<file path="src/rtl/preemph.sv">
// FM transmit pre-emphasis: y[n] = (B0*x[n] + B1*x[n-1]) / 2^QUANT_BITS.
// Reads from an upstream FWFT FIFO and writes to a downstream FIFO, one sample per 3 cycles at best.
module preemph #(
    parameter int DATA_WIDTH  = 32,
    parameter int QUANT_BITS  = 10,
    parameter int COEFF_WIDTH = 16,
    parameter int B0          = 2943,
    parameter int B1          = -1919
) (
    input  logic                  clock,
    input  logic                  reset,
    input  logic [DATA_WIDTH-1:0] in_dout,
    input  logic                  in_empty,
    output logic                  in_rd_en,
    output logic [DATA_WIDTH-1:0] out_din,
    input  logic                  out_full,
    output logic                  out_wr_en
);

    localparam int PROD_WIDTH = DATA_WIDTH + COEFF_WIDTH;

    localparam logic signed [COEFF_WIDTH-1:0] B0_C = COEFF_WIDTH'(B0);
    localparam logic signed [COEFF_WIDTH-1:0] B1_C = COEFF_WIDTH'(B1);
    localparam logic signed [PROD_WIDTH:0] NEG_BIAS = (PROD_WIDTH+1)'((1 << QUANT_BITS) - 1);

    typedef enum logic [1:0] {
        S_READ,
        S_MULT,
        S_WRITE
    } state_t;

    state_t state;
    state_t state_next;

    logic [DATA_WIDTH-1:0]        x_reg;
    logic [DATA_WIDTH-1:0]        x_prev;
    logic signed [PROD_WIDTH-1:0] prod0;
    logic signed [PROD_WIDTH-1:0] prod1;
    logic signed [PROD_WIDTH-1:0] mult0;
    logic signed [PROD_WIDTH-1:0] mult1;
    logic signed [PROD_WIDTH:0]   sum;
    logic signed [PROD_WIDTH:0]   biased;

    assign mult0 = PROD_WIDTH'($signed(x_reg)) * PROD_WIDTH'(B0_C);
    assign mult1 = PROD_WIDTH'($signed(x_prev)) * PROD_WIDTH'(B1_C);

    // Negative sums get a bias of 2^Q-1 so the arithmetic shift truncates toward zero.
    assign sum     = (PROD_WIDTH+1)'(prod0) + (PROD_WIDTH+1)'(prod1);
    assign biased  = sum + (sum[PROD_WIDTH] ? NEG_BIAS : '0);
    assign out_din = DATA_WIDTH'(biased >>> QUANT_BITS);

    always_ff @(posedge clock or posedge reset) begin
        if (reset) begin
            state <= S_READ;
        end else begin
            state <= state_next;
        end
    end

    always_comb begin
        state_next = state;
        in_rd_en   = 1'b0;
        out_wr_en  = 1'b0;
        case (state)
            S_READ: begin
                if (!in_empty && !reset) begin
                    in_rd_en   = 1'b1;
                    state_next = S_MULT;
                end
            end
            S_MULT: begin
                state_next = S_WRITE;
            end
            S_WRITE: begin
                if (!out_full && !reset) begin
                    out_wr_en  = 1'b1;
                    state_next = S_READ;
                end
            end
            default: begin
                state_next = S_READ;
            end
        endcase
    end

    // Products stay registered through S_WRITE so out_din is held steady while stalled.
    always_ff @(posedge clock or posedge reset) begin
        if (reset) begin
            x_reg  <= '0;
            x_prev <= '0;
            prod0  <= '0;
            prod1  <= '0;
        end else begin
            if (in_rd_en) begin
                x_reg <= in_dout;
            end
            if (state == S_MULT) begin
                prod0 <= mult0;
                prod1 <= mult1;
            end
            if (out_wr_en) begin
                x_prev <= x_reg;
            end
        end
    end

endmodule

</file>
<file path="config.mk">
export PLATFORM = sky130hd
export DESIGN_NAME = preemph
export DESIGN_NICKNAME = d
export VERILOG_FILES = /design/src/rtl/preemph.sv
export SDC_FILE = /design/constraint.sdc
export NUM_CORES = 1
export LEC_CHECK = 0
export BUFFER_PORTS_ARGS = -buffer_cell sky130_fd_sc_hd__buf_2
export CAP_MARGIN = 30
export CORE_ASPECT_RATIO = 1.4
export CORE_MARGIN = 2
export CORE_UTILIZATION = 63
export CTS_CLUSTER_SIZE = 8
export DETAILED_ROUTE_END_ITERATION = 8
export PLACE_DENSITY = 0.77
export SLEW_MARGIN = 40
export SYNTH_ARGS = -nofsm -noshare
export SYNTH_HDL_FRONTEND = slang
export SYNTH_SLANG_ARGS = --single-unit
export TNS_END_PERCENT = 1
</file>
<file path="constraint.sdc">
create_clock -name clock -period 10.58 [get_ports clock]
set_clock_uncertainty 0.05 [all_clocks]
set_input_delay 1.587 -clock clock [delete_from_list [all_inputs] [get_ports clock]]
set_output_delay 1.587 -clock clock [all_outputs]
set_load 0.1 [all_outputs]
</file>
-- Word-level counts from Yosys, hierarchy flattened
Index checks and enable logic that the tools add are counted.
W data, S select, Z words.
- bits in registers: 155
- input bits: 36
- output and inout bits: 34
- add/subtract/negate cells: 2
- multipliers: 2
- eq/ne operators: 4
- mux-type cells: 8
- reductions and logical operators: 7
- operators with widths (cell ; count):
    $add A45 B44 Y46 ; 1
    $mul A32 B13 Y45 const B ; 1
    $mul A32 B12 Y44 const B ; 1
    $add A42 B10 Y42 ; 1
    $mux W10 ; 1
    $pmux W2 S3 ; 1
    $mux W1 ; 4
    $mux W2 ; 2
    $ne A2 B2 Y1 const B ; 2
    $logic_not A1 Y1 ; 3
    $eq A2 B1 Y1 const B ; 1
    $eq A2 B2 Y1 const B ; 1
    $logic_and A1 B1 Y1 ; 2
    $logic_not A2 Y1 ; 1
    $reduce_and A2 Y1 ; 1

-- Logic depth before layout (Yosys ltp)
- depth in word-level cells: 4
- mapped depth: 25
- depth with buffers taken out: 25

-- Worst setup path after synthesis
Ideal clock, no wire load.
- path kind: register to output
- from: register prod0[32]
- to: output out_din[31]
- arrival time: 6.168 ns
- path slack: 2.775 ns
- stages on the path, launching flop included: 21
- cell sequence: dfrtp_1 > ha_1 > a21o_1 > or4_1 > o21ai_1 > nor2_1 > or3_4 > o21ai_4 > a21boi_0 > ha_1 > nor2_1 > nand2_1 > nor4_1 > o2111a_1 > a22oi_2 > a31oi_2 > nor4_1 > nand3_1 > nor4b_4 > nand3_1 > xnor2_1
- longest elaborated chain between the ends: 3
- ends and longest elaborated chain (item ; line ; source):
    start, declared ; 37 ; logic signed [PROD_WIDTH-1:0] prod0;
    start signal, assigned ; 98 ; prod0 <= mult0;
    $add A45 B44 Y46 * ; 48 ; assign sum = (PROD_WIDTH+1)'(prod0) + (PROD_WIDTH+1)'(prod1);
    $mux W10 ; 49 ; assign biased = sum + (sum[PROD_WIDTH] ? NEG_BIAS : '0);
    $add A42 B10 Y42 * ; 49 ;
    end, declared ; 15 ; output logic [DATA_WIDTH-1:0] out_din,
Mark *: on every way between the ends. The rest lies on a longest branch, timed or not.

-- Worst setup path in the final report
- from: register prod0[8]
- to: output out_din[28]
The elaborated chain is that of the path after synthesis.

==> reports/results.txt <==
Status = finished clean
Inst Count DP = 2703
Syn nets = 2824
Total CTS buffers = 17
Finished Layout Cells = 2734
Total wire length = 45800 microns
Hpwl dp = 37700 microns
Post-Synth Adder-Cell Area = 0.419
Post-synthesis cell count = 2221
Initial Utilization = 0.637
Top_reg_cell synth = dfrtp_1
Largest net degree at the start of global routing = 109
XOR/XNOR Fraction of Synth Area = 0.0662
First-pass GRT wire length = 78900 microns
Post-CTS Resized = 0
Die W = 159 microns
Worst Path Required = 8.94 ns
Core area = 33200 sq um
Ys async rst share = 1.00
DIE AREA = 35100 sq um
Critical path type = reg2out
Mux contribution to synthesized area = 0.0221
Fin crit share = 0.787
Seq cells post-synth = 155
Vias in the first global route = 16300
Synth cell types = 86
Drt drc = 0
H-tree depth = 4
Postcts setup bufs = 0
Core Rows = 79
Biggest regs = prod0 x45, prod1 x44
CP bufs+invs = 1
Commonest non-fill, non-tap cells in the layout = inv_1, ha_1, fa_1, nand2_1, dfrtp_1
Minimum clock period = 8.33 ns
Avg Cell Area, Syn = 9.53 sq um
Critical Path Start = prod0[8]
Slowest stage delay, CP = 0.60 ns
Vias = 15400
Setup TNS = 0 ns
DR vias/cell = 5.62
Critical path's top delay family = simple AND/OR/NAND/NOR gates
Compound-Gate Fraction of Synth Area = 0.131
Register area share after synthesis = 0.183
GR Overflow Total = 0
Worst-path clk slew = 0.06 ns
# hold bufs at CTS = 0
Pre-CTS WS = 2.85 ns
CTS tree = done
Slew Limit Headroom = 0.517
Max Slew Vio Count = 0
Wire per inst = 16.7 microns
Setup WS post-layout = 2.25 ns
Post-route ant nets = 0
CTS Buffer Depth = 2
Hold WS = 0.436 ns
Endpoints failing hold = 0
Clk root buf = clkbuf_16
Top Ports = 70
Commonest non-fill, non-tap cell in the layout = inv_1
Max cap viols = 0
Worst r2r src = x_reg[6]
Worst Path Arrival = 6.69 ns
Initial antenna violation count = 0
Worst Tran Pin Value = 0.720 ns
Final setup fails = 0
Layout cells sized above 1 = 0.0813
Crit. End Element = output pin
Worst hold-check path type = reg2reg
Crit-path cells = ha_1 > a2111oi_0 > o21ai_0 > a32oi_4 > nor4_1 > o211a_1 > o21ai_4 > a21boi_0 > ha_1 > and2_1 > a41oi_1 > nor2_1 > nor4b_1 > a31oi_2 > or4b_4 > nor4_4 > and4_4 > nand4_4 > nor4_4 > xnor2_1 > buf_2
Largest register by flop count = prod0
CP startpoint kind = flip-flop
Diode count = 0
Crit-path slowest cell = a2111oi_0
Post-synth EDFFs = 0
Achievable Freq = 120 MHz
Nets = 2880
Max FFs per register = 45
PortBufs = 69
Combinational family with the most area after synthesis = adder cells
Worst skew pair latency = 0.46 ns
Total clock sinks = 155
Routability cong. = 0.913
Total track usage = 0.277
CP Max Fanout = 7
Hold path start = prod0[24]
Pre-antenna DRT Iters = 5
Highest routed layer = met4
Die Ht = 221 microns
Drt initial violations = 702
Post-Synth Simple-Gate Area = 0.0982
Metal2 WL = 23000 microns
Post-Syn Area = 21200 sq um
Synth warn = 0
RSZ-0062 raised after global routing = no
Routed wl met3 = 1460 microns
Met1 WL = 20000 microns
Area Growth Syn to Fin = 6.85%
==> through the flow <==
stage | util | cell area, sq um
after floorplan | - | 21200
after detailed placement | 0.662 | 22000
after global routing | 0.681 | 22600
after CTS | 0.681 | 22600
after global placement | 0.662 | 22000
final | 0.681 | 22600
==> path summary, 6_finish.rpt <==
| kind | endpoint | slack (ns) | depth (start not counted) |
|---|---|---|---|
| min in group asynchronous | state[1] | 1.13 | 2 |
| max in group asynchronous | prod0[11] | 8.13 | 3 |
| setup / recovery | out_din[28] | 2.25 | 21 |
| hold reg to reg | prod0[24] | 0.44 | 2 |
| setup reg to reg | prod0[42] | 3.37 | 23 |
| hold / removal | prod0[24] | 0.44 | 2 |
==> final cells by class <==
cell class | instances | area [sq um]
clock buffer | 19 | 453
clock inverter | 12 | 161
fill | 2638 | 10600
inverter | 413 | 1560
multi-input combinational | 1615 | 15600
sequential | 155 | 3880
tap | 445 | 557
timing repair buffer | 75 | 398
==> cell usage after synthesis, types with 6 or more instances <==
cell type / number / area share
xnor2_1: 85 / 0.035
nor2b_1: 8 / 0.0024
and3_1: 15 / 0.0044
fa_1: 237 / 0.22
ha_1: 330 / 0.20
a31oi_1: 7 / 0.0021
nand2b_1: 18 / 0.0053
inv_1: 412 / 0.073
o21bai_1: 19 / 0.0067
nor3_1: 27 / 0.0064
o21ai_0: 154 / 0.036
nor2_1: 58 / 0.010
nor4_1: 13 / 0.0038
a21oi_1: 95 / 0.022
or2_2: 14 / 0.0041
a2111oi_0: 6 / 0.0025
nand2_1: 161 / 0.029
a211oi_1: 9 / 0.0032
a21o_1: 70 / 0.025
nand4_1: 15 / 0.0044
mux2_2: 38 / 0.020
nand3_1: 32 / 0.0076
xor2_1: 75 / 0.031
and2_1: 10 / 0.0030
o21a_1: 16 / 0.0057
o31ai_1: 7 / 0.0025
dfrtp_1: 155 / 0.18
clkbuf_1: 35 / 0.0062
==> cells by family (layout without fill, tap and decap cells) <==
kind of cell	after synthesis	after routing
adder cells (fa/ha/maj)	567	567
buffers and inverters	451	519
AO/OA/AOI/OAI	437	437
AND/OR/NAND/NOR	409	409
XOR/XNOR	160	160
flip-flops	155	155
multiplexers	42	42
==> per-layer routing <==
layer | up-vias | GRT usage
met5 | - | 0
met4 | 0 | 0.0956
met3 | 82 | 0.0306
met2 | 269 | 0.488
met1 | 7504 | 0.357
li1 | 7506 | -
==> worst reg2reg max path: stages, from the launching register on <==
cell	delay [ns]
dfrtp_1	0.70
fa_1	0.58
fa_1	0.53
inv_1	0.05
fa_1	0.50
inv_1	0.05
ha_1	0.28
inv_1	0.06
fa_1	0.53
inv_1	0.05
ha_1	0.35
o21a_1	0.21
o31a_1	0.16
o41ai_1	0.44
a31o_2	0.26
a21oi_1	0.08
o21ai_0	0.59
nor3_1	0.20
o21ai_0	0.34
a31oi_1	0.25
a211o_1	0.33
a21o_1	0.22
xnor2_1	0.17
o21ai_0	0.09
Power is not shown: default switching activity piles up to over one toggle a cycle in this logic, so the estimate is an artifact.
